$ cat src/rtl/mem_arbiter.sv
// Two-requester RAM arbiter: the icache fill port and the dcache port share one RAM port.
// Default build gives data fixed priority; define MEM_ARBITER_RR_EN for round-robin on contention.
module mem_arbiter (
    input  logic        CLK,
    input  logic        RST,
    input  logic        iREN,
    input  logic [31:0] iaddr,
    output logic        iwait,
    output logic [31:0] iload,
    input  logic        dREN,
    input  logic        dWEN,
    input  logic [31:0] daddr,
    input  logic [31:0] dstore,
    output logic        dwait,
    output logic [31:0] dload,
    output logic        ramREN,
    output logic        ramWEN,
    output logic [31:0] ramaddr,
    output logic [31:0] ramstore,
    input  logic [31:0] ramload,
    input  logic        ramready
);

    typedef enum logic [1:0] {
        IDLE = 2'd0,
        IACC = 2'd1,
        DACC = 2'd2
    } state_t;

    state_t state_q, state_d;
    logic   d_req;

    assign d_req = dREN | dWEN;

    always_ff @(posedge CLK) begin
        if (RST) begin
            state_q <= IDLE;
        end else begin
            state_q <= state_d;
        end
    end

`ifdef MEM_ARBITER_RR_EN
    // Records which side won the most recent contested grant (1 = data).
    // Only contested grants move it, so uncontested traffic does not skew fairness.
    logic last_d_q, last_d_d;

    always_ff @(posedge CLK) begin
        if (RST) begin
            last_d_q <= 1'b0;
        end else begin
            last_d_q <= last_d_d;
        end
    end
`endif

    always_comb begin
        state_d  = state_q;
        iwait    = 1'b1;
        dwait    = 1'b1;
        iload    = '0;
        dload    = '0;
        ramREN   = 1'b0;
        ramWEN   = 1'b0;
        ramaddr  = '0;
        ramstore = '0;
`ifdef MEM_ARBITER_RR_EN
        last_d_d = last_d_q;
`endif

        case (state_q)
            IDLE: begin
                if (d_req && iREN) begin
`ifdef MEM_ARBITER_RR_EN
                    if (last_d_q) begin
                        state_d  = IACC;
                        last_d_d = 1'b0;
                    end else begin
                        state_d  = DACC;
                        last_d_d = 1'b1;
                    end
`else
                    state_d = DACC;
`endif
                end else if (d_req) begin
                    state_d = DACC;
                end else if (iREN) begin
                    state_d = IACC;
                end
            end

            IACC: begin
                ramaddr = iaddr;
                if (!iREN) begin
                    state_d = IDLE;
                end else begin
                    ramREN = 1'b1;
                    if (ramready) begin
                        iwait   = 1'b0;
                        iload   = ramload;
                        state_d = IDLE;
                    end
                end
            end

            DACC: begin
                ramaddr  = daddr;
                ramstore = dstore;
                if (!d_req) begin
                    state_d = IDLE;
                end else begin
                    // A simultaneous read and write request is served as a write.
                    ramWEN = dWEN;
                    ramREN = ~dWEN;
                    if (ramready) begin
                        dwait   = 1'b0;
                        state_d = IDLE;
                        if (!dWEN) begin
                            dload = ramload;
                        end
                    end
                end
            end

            default: state_d = IDLE;
        endcase

        // Reset suppresses any completion in the cycle it is asserted.
        if (RST) begin
            state_d  = IDLE;
            iwait    = 1'b1;
            dwait    = 1'b1;
            iload    = '0;
            dload    = '0;
            ramREN   = 1'b0;
            ramWEN   = 1'b0;
        end
    end

endmodule

$ cat config.mk
export PLATFORM = sky130hd
export DESIGN_NAME = mem_arbiter
export DESIGN_NICKNAME = d
export VERILOG_FILES = /design/src/rtl/mem_arbiter.sv
export SDC_FILE = /design/constraint.sdc
export NUM_CORES = 1
export LEC_CHECK = 0
export ABC_AREA = 0
export ABC_CLOCK_PERIOD_IN_PS = 1600
export BUFFER_PORTS_ARGS = -buffer_cell sky130_fd_sc_hd__buf_2
export CORE_AREA = 2 2 102 104
export DETAILED_ROUTE_END_ITERATION = 12
export DIE_AREA = 0 0 104 106
export GPL_TIMING_DRIVEN = 0
export SYNTH_ARGS = -nofsm -noshare
export SYNTH_HDL_FRONTEND = slang
export SYNTH_SLANG_ARGS = --single-unit
export TNS_END_PERCENT = 1
$ cat constraint.sdc
create_clock -name CLK -period 1.6 [get_ports CLK]
set_clock_uncertainty 0.1 [all_clocks]
set_input_delay 0.16 -clock CLK [delete_from_list [all_inputs] [get_ports CLK]]
set_output_delay 0.16 -clock CLK [all_outputs]
set_load 0.005 [all_outputs]
==> impl_metrics.yaml, run 1 <==
detailed_routing:
  ant_nets: 0
  viasPerCell: 4.12
  wire_per_inst_um: 12.3
  met3WireLength_um: 609
  wl_met2_um: 4260
  route.vias.total: 2626
  drc: 0
  first_iter_violations: 60
  top_layer_used: "met4"
  drt_pre_antenna_iters: 4
  wl_um: 7820
  drt-met1-wl_um: 2910
placement:
  post-dp-hpwl_um: 6330
  gp_congestion: 0.871
  port_buffers: 265
die:
  chipWidth_um: 104
  die_h_um: 106
  std_cell_rows: 37
  core_sq_um: 10000
  start_util_pct: 14.5
  die_area_sq_um: 11000
  ios: 266
run:
  cap_viol_max_count: 0
sta:
  min_period_over_period_pct: 109
  final.min_clock_period_ns: 1.74
  drv_slew: 0
  fmax_mhz: 575
  setup_viol: 105
  finalHoldViolCount: 0
  slew_headroom_pct: 80.0
  rsz0062_at_grt: "true"
  setup_tns_ns: -9.30
  worst_slew_pin_slew_ns: 0.299
  finalWorstSetupSlack_ns: -0.139
critical_path:
  end_kind: "output port"
  cp_slowest_cell: "dfxtp_4"
  cpLargestDelayFamily: "buffers and inverters"
  worstPathArrival_ns: 1.48
  rr_worst_depth: 5
  required_ns: 1.34
  path_cells: "inv_6 -> ha_4 -> nand3b_4 -> nor2_4 -> buf_6 -> buf_6 -> and2_4 -> buf_6"
  worstSetupPathType: "reg -> out"
  critical_path.max_fanout: 5
  slowest_delay_ns: 0.36
  critPathLaunchType: "flip-flop"
  crit_top_cell: "buf_6"
  crit_buf_inv: 4
  cp_num_cells: 8
outcome:
  violations: "negative setup slack"
  status: "finished, violations left"
synthesis:
  syn_area_sq_um: 1450
  avgSynthCellArea_sq_um: 6.73
  seq_area_frac_synth_pct: 2.75
  yosysUniqueCellTypes: 28
  synth-seq-cells: 2
  synth_nets: 356
  yosysWarnings: 0
  syn-instance-count: 216
pwr:
  p_leak_uw: 0.00207
  power_uw: 1120
  p_per_area_nw_per_um2: 298
  peakVddDrop_v: 0.000146
clock_network:
  clkTransAtPathRegs_ns: 0.03
  root_buffer: "clkbuf_8"
  clockBufferDepth: 2
  cts_tree: "built"
  cts_buffers: 3
  insertion_delay_ns: 0.21
  h-tree-depth: 1
  clock-sinks: 2
cells_and_area:
  regMostFlops: "state_q"
  final_common_cell: "buf_2"
  drive_above_1_share_pct: 74.7
  final_util_pct: 37.7
  largest_reg_flops: 2
  n_antenna_cell: 0
  area_delta_synth_final_pct: 159
  final_cell_mix: "buf_2 (242), and2_1 (70), buf_6 (39), nor2b_1 (32), a22oi_2 (28)"
  fin_nets: 644
  fill_cells: 1037
  reg_top3: "state_q x2"
global_route:
  track_usage_pct: 12.8
  grt_pass1_vias: 2614
  grt_antenna_before_repair: 0
  gr-total-overflow: 0
  grt_max_degree: 11
  grt_pass1_wl_um: 12000
min_path:
  min_path_cells: 2
  hold_path_class: "in -> reg"
==> cell families (layout without fill, tap and decap cells) <==
| family | Yosys count | count (layout) | share of synthesized area [%] |
|---|---|---|---|
| mux | 1 | 1 | 0.774 |
| compound gates | 39 | 39 | 20.2 |
| fa+ha+maj | 6 | 6 | 5.16 |
| buf+inv | 23 | 309 | 8.00 |
| simple gates | 145 | 145 | 63.1 |
| flops | 2 | 2 | 2.75 |
==> layer usage <==
metal	vias up	GRT usage [%]
met3	4	1.59
met1	1170	13.9
li1	1289	-
met5	-	0
met4	0	2.32
met2	163	26.1
==> worst register-to-register path: stages (launching register included) <==
cell and delay, ns:
dfxtp_4 0.36, inv_6 0.09, ha_4 0.14, nor4b_4 0.27
mux2_4 0.34, a211oi_2 0.14
==> what timing repair did <==
action	CTS	global route
hold buffers	0	0
gates resized for setup	119	36
pin swaps	43	25
setup endpoints to repair	134	130
setup buffers	13	0
gates cloned	6	0
==> report_power, final <==
part	internal, uW	switching [uW]	leakage, uW
sequential	54.9	11.3	0.0000178
combinational	503	357	0.00203
clock	159	36.4	0.0000216
total	717	405	0.00207
==> synthesized netlist by cell type, drive strengths merged <==
master	count	area [sq um]
nand2b	2	12.5
a211o	1	8.76
o21ai	3	15.0
a32o	1	10.0
buf	9	63.8
o211ai	1	7.51
clkbuf	10	37.5
nand3	1	5.00
mux2	1	11.3
or2	1	6.26
a22oi	32	240
ha	6	75.1
nor4b	1	23.8
dfxtp	2	40.0
nand3b	1	11.3
and2	94	588
inv	4	15.0
nor2	5	28.8
and3	2	12.5
nor3	1	5.00
nand4b	1	8.76
a211oi	1	12.5
nand2	4	15.0
nor2b	32	200
==> metrics by stage <==
step           cell area [sq um]  worst slack (ns)  hold WS [ns]  instances
2_1_floorplan               1450            0.0663         0.133        216
3_3_place_gp                2950            -0.573         0.280        617
3_5_place_dp                2950            -0.608         0.283        617
4_1_cts                     3620            -0.144        0.0574        638
5_1_grt                     3760            -0.197        0.0701        638
6_report                    3760            -0.139        0.0660        638
==> layout make-up <==
type | instances | area (sq um) | area share (%)
Sequential cell | 2 | 47.5 | 1.26
Buffer | 18 | 226 | 6.02
Clock buffer | 3 | 41.3 | 1.10
Inverter | 4 | 22.5 | 0.598
Timing Repair Buffer | 284 | 1680 | 44.6
Tap cell | 136 | 170 | 4.52
Multi-Input combinational cell | 191 | 1580 | 41.9
==> worst paths after layout <==
check / endpoint / start / slack [ns]
worst max register to register: state_q[0] / state_q[0] / 0.07
worst min-delay path: state_q[0] / RST / 0.07
worst min register to register: state_q[1] / state_q[1] / 0.60
worst max-delay path: dload[20] / state_q[0] / -0.14
No activity file was read; power rests on OpenSTA's default activity.
==> run 2: changes to the inputs <==
--- a/config.mk
+++ b/config.mk
@@ -8,10 +8,13 @@
 export ABC_AREA = 0
 export ABC_CLOCK_PERIOD_IN_PS = 1600
 export BUFFER_PORTS_ARGS = -buffer_cell sky130_fd_sc_hd__buf_2
-export CORE_AREA = 2 2 102 104
+export CELL_PAD_IN_SITES_DETAIL_PLACEMENT = 0
+export CELL_PAD_IN_SITES_GLOBAL_PLACEMENT = 1
+export CORE_MARGIN = 2
+export CORE_UTILIZATION = 13
 export DETAILED_ROUTE_END_ITERATION = 12
-export DIE_AREA = 0 0 104 106
 export GPL_TIMING_DRIVEN = 0
+export PLACE_DENSITY_LB_ADDON = 0.1
 export SYNTH_ARGS = -nofsm -noshare
 export SYNTH_HDL_FRONTEND = slang
 export SYNTH_SLANG_ARGS = --single-unit
==> impl_metrics.yaml, run 2 (synthesis gave the netlist of run 1 again) <==
outcome:
  status: "finished, violations left"
  violations: "negative setup slack"
placement:
  placed_area_sq_um: 2960
  gp_congestion: 0.713
  port_buffers: 265
  post-dp-hpwl_um: 6390
detailed_routing:
  ant_nets: 0
  wire_per_inst_um: 12.3
  drt_pre_antenna_iters: 4
  wl_um: 7880
  first_iter_violations: 61
  drc: 0
  route.vias.total: 2602
  viasPerCell: 4.05
sta:
  fmax_mhz: 568
  setup_viol: 95
  hold_slack_ns: 0.0569
  drv_slew: 0
  slew_headroom_pct: 80.0
  rsz0062_at_grt: "true"
  finalWorstSetupSlack_ns: -0.161
  min_period_over_period_pct: 110
  worst_slew_pin_slew_ns: 0.299
  finalHoldViolCount: 0
  final.min_clock_period_ns: 1.76
clock_network:
  cts_tree: "built"
  h-tree-depth: 1
  clockBufferDepth: 2
  cts_buffers: 3
  root_buffer: "clkbuf_8"
  cts.hold.buffers_added: 0
  clock-sinks: 2
  clkTransAtPathRegs_ns: 0.03
  insertion_delay_ns: 0.21
critical_path:
  cp-startpoint: "state_q[0]"
  critPathLaunchType: "flip-flop"
  rr_worst_depth: 5
  r2r-end: "state_q[0]"
  worstReg2RegStart: "state_q[0]"
  worstPathArrival_ns: 1.50
  end_kind: "output port"
  required_ns: 1.34
  critical_path.max_fanout: 5
  worstSetupPathType: "reg -> out"
  r2r_setup_slack_ns: 0.07
  critical_path.endpoint: "dload[12]"
cells_and_area:
  drive_above_1_share_pct: 74.6
  regMostFlops: "state_q"
  final_cell_mix: "buf_2 (243), and2_1 (72), buf_6 (44), nor2b_1 (31), a22oi_2 (28)"
  area_delta_synth_final_pct: 158
  n_antenna_cell: 0
  design_area_sq_um: 3750
  largest_reg_flops: 2
  fin_nets: 645
  reg_top3: "state_q x2"
  final_common_cell: "buf_2"
global_route:
  grt_pass1_vias: 2294
  gr-total-overflow: 0
  grt_antenna_before_repair: 0
  grt_max_degree: 11
  track_usage_pct: 11.2
  grt_pass1_wl_um: 10700
pwr:
  peakVddDrop_v: 0.000242
  pwr-share-seq_pct: 6.0
  p_leak_uw: 0.00207
  clkPwrFrac_pct: 18.5
  power_frac_comb_pct: 75.5
  p_int_uw: 695
  p_switching_uw: 401
  p_per_area_nw_per_um2: 292
  swShare_pct: 36.6
die:
  start_util_pct: 13.4
  std_cell_rows: 38
  chipWidth_um: 110
  die_h_um: 110
  core_sq_um: 10900
  ios: 266
  die_area_sq_um: 12000
run:
  cap_viol_max_count: 0
min_path:
  hold_path_class: "in -> reg"
run 2: worst min-delay path by stage:
stage	start	endpoint	slack, ns	cells past startpoint
floorplan	RST	state_q[0]	0.13	1
global placement	RST	state_q[0]	0.29	2
detailed placement	RST	state_q[0]	0.29	2
CTS	RST	state_q[0]	0.06	2
global route	RST	state_q[0]	0.07	2
finish	RST	state_q[0]	0.06	2
run 2: timing repair:
action,4_1_cts,5_1_grt
setup buffers,11,4
gates resized for setup,75,83
cloned,5,1
setup endpoints to repair,134,129
pin swaps,40,19
run 2: final cells by class:
class / instances / area, sq um
timing repair buffer: 285 / 1670
tap: 140 / 175
multi-input combinational: 191 / 1580
clock buffer: 3 / 41.3
buffer: 18 / 219
sequential: 2 / 47.5
inverter: 4 / 22.5
fill: 1185 / 7140
run 2: power by group through the flow:
stage	combinational (uW)	sequential, uW	clock (uW)
detailed placement	641	62.9	0
global placement	637	62.7	0
CTS	746	65.1	208
floorplan	299	60.8	0
finish	828	65.6	203
global route	915	66.7	216
run 2: metrics by stage:
step,util [%],setup slack (ns),std cells,power (uW),setup TNS [ns]
3_3_place_gp,27.1,-0.421,621,700,-33.43
3_5_place_dp,27.1,-0.485,621,704,-38.02
2_1_floorplan,-,0.0663,216,359,0
4_1_cts,31.1,-0.161,639,1020,-13.70
6_report,34.5,-0.161,643,1100,-10.80
5_1_grt,34.5,-0.250,643,1200,-19.50
run 2: critical path, stage by stage, from the launching register on:
cell	delay (ns)
dfxtp_4	0.36
inv_6	0.09
ha_4	0.15
nand3b_4	0.10
nor2_4	0.11
buf_6	0.13
buf_6	0.11
and2_4	0.14
buf_6	0.08
run 2: per-layer routing:
layer	up-vias	share of wire [%]	GRT usage [%]
met2	150	56	23.0
li1	1294	-	-
met3	4	9.9	2.85
met4	0	0.55	1.63
met5	-	0	0
met1	1154	33	11.3
==> run 3: changes to the inputs <==
--- a/config.mk
+++ b/config.mk
@@ -6,12 +6,12 @@
 export NUM_CORES = 1
 export LEC_CHECK = 0
 export ABC_AREA = 0
-export ABC_CLOCK_PERIOD_IN_PS = 1600
+export ABC_CLOCK_PERIOD_IN_PS = 1700
 export BUFFER_PORTS_ARGS = -buffer_cell sky130_fd_sc_hd__buf_2
 export CELL_PAD_IN_SITES_DETAIL_PLACEMENT = 0
 export CELL_PAD_IN_SITES_GLOBAL_PLACEMENT = 1
 export CORE_MARGIN = 2
-export CORE_UTILIZATION = 13
+export CORE_UTILIZATION = 15
 export DETAILED_ROUTE_END_ITERATION = 12
 export GPL_TIMING_DRIVEN = 0
 export PLACE_DENSITY_LB_ADDON = 0.1
==> constraint.sdc (replaced) <==
create_clock -name CLK -period 1.7 [get_ports CLK]
set_clock_uncertainty 0.1 [all_clocks]
set_input_delay 0.17 -clock CLK [delete_from_list [all_inputs] [get_ports CLK]]
set_output_delay 0.17 -clock CLK [all_outputs]
set_load 0.005 [all_outputs]
==> impl_metrics.yaml, run 3 (synthesis gave the netlist of run 1 again) <==
critical_path:
  required_ns: 1.43
  cpLargestDelayFamily: "buffers and inverters"
  slowest_delay_ns: 0.36
  worstSetupPathType: "reg -> out"
  crit_buf_inv: 4
  path_cells: "inv_6 -> ha_4 -> nand3b_4 -> nor2_4 -> buf_6 -> buf_6 -> and2_4 -> buf_6"
  cp_slowest_cell: "dfxtp_4"
  end_kind: "output port"
  critical_path.max_fanout: 5
  crit_top_cell: "buf_6"
  worstPathArrival_ns: 1.49
  critPathLaunchType: "flip-flop"
detailed_routing:
  viasPerCell: 4.06
  first_iter_violations: 63
  wl_um: 7730
  drc: 0
  wire_per_inst_um: 12.3
  route.vias.total: 2551
  ant_nets: 0
  drt_pre_antenna_iters: 4
sta:
  fmax_mhz: 569
  drv_slew: 0
  hold_slack_ns: 0.0930
  slew_headroom_pct: 81.8
  min_period_over_period_pct: 103
  setup_viol: 61
  finalWorstSetupSlack_ns: -0.0578
  rsz0062_at_grt: "true"
  finalHoldViolCount: 0
  final.min_clock_period_ns: 1.76
  worst_slew_pin_slew_ns: 0.273
die:
  die_h_um: 102
  core_sq_um: 9330
  die_area_sq_um: 10500
  start_util_pct: 15.6
  chipWidth_um: 102
  ios: 266
  std_cell_rows: 35
clock_network:
  clkTransAtPathRegs_ns: 0.03
  insertion_delay_ns: 0.21
  root_buffer: "clkbuf_8"
  cts_buffers: 3
  cts.hold.buffers_added: 0
  clockBufferDepth: 2
  clock-sinks: 2
  cts_tree: "built"
  h-tree-depth: 1
pwr:
  peakVddDrop_v: 0.000173
  p_leak_uw: 0.00200
  p_per_area_nw_per_um2: 273
global_route:
  grt_max_degree: 11
  track_usage_pct: 13.0
  grt_pass1_wl_um: 10900
  use_met1_pct: 13.4
  grtUsageMet3_pct: 2.46
  grt_antenna_before_repair: 0
  gr-total-overflow: 0
  top_usage_layer: "met2"
  grt_use_met2_pct: 26.8
  grt_pass1_vias: 2274
placement:
  pre_cts_ws_ns: -0.354
  gp_congestion: 0.766
  port_buffers: 265
  post-dp-hpwl_um: 6420
cells_and_area:
  final_common_cell: "buf_2"
  fin_nets: 642
  largest_reg_flops: 2
  regMostFlops: "state_q"
  area_delta_synth_final_pct: 134
  final_cell_mix: "buf_2 (259), and2_1 (84), nor2b_1 (32), a22oi_1 (31), buf_6 (25)"
  drive_above_1_share_pct: 65.8
  reg_top3: "state_q x2"
  n_antenna_cell: 0
outcome:
  status: "finished, violations left"
  violations: "negative setup slack"
min_path:
  hold_path_class: "in -> reg"
run:
  cap_viol_max_count: 0
## run 3: cell type report
class	count	area, sq um
fillers	1021	5920
repair buffers	282	1580
multi-input cells	191	1390
plain buffers	18	166
well taps	129	161
flip-flops and latches	2	47.5
clock buffers	3	41.3
inverters	4	22.5
## run 3: final timing paths
path	from	endpoint	slack (ns)	cells past startpoint
setup reg to reg	state_q[0]	state_q[0]	0.16	5
hold / removal	RST	state_q[0]	0.09	2
setup / recovery	state_q[0]	dload[5]	-0.06	8
hold reg to reg	state_q[0]	state_q[0]	0.57	3
## run 3: per-layer routing
layer / wire, um / vias up
li1: - / 1283
met2: 4360 / 143
met3: 698 / 2
met4: 31 / 0
met5: 0 / -
met1: 2640 / 1123
## run 3: repair_timing
item                       4_1_cts  5_1_grt
gates cloned                     3        3
pin swaps                       48        6
gates resized for setup         58       27
buffers inserted                 7        4
setup endpoints to repair      130      123
## run 3: per-stage QoR
step           power (uW)  utilization (%)  area (sq um)  cells  setup TNS [ns]
6_report              929             36.5          3400    629           -2.12
5_1_grt              1030             36.5          3400    629           -9.47
4_1_cts               936             35.0          3260    622           -4.29
3_5_place_dp          661             31.5          2940    610          -25.00
3_3_place_gp          655             31.5          2940    610          -22.11
2_1_floorplan         338                -          1450    216               0
## run 3: power by group
part / switching [uW] / internal, uW
logic: 287 / 398
clock network: 33.2 / 149
registers: 10.1 / 51.7
total: 330 / 599
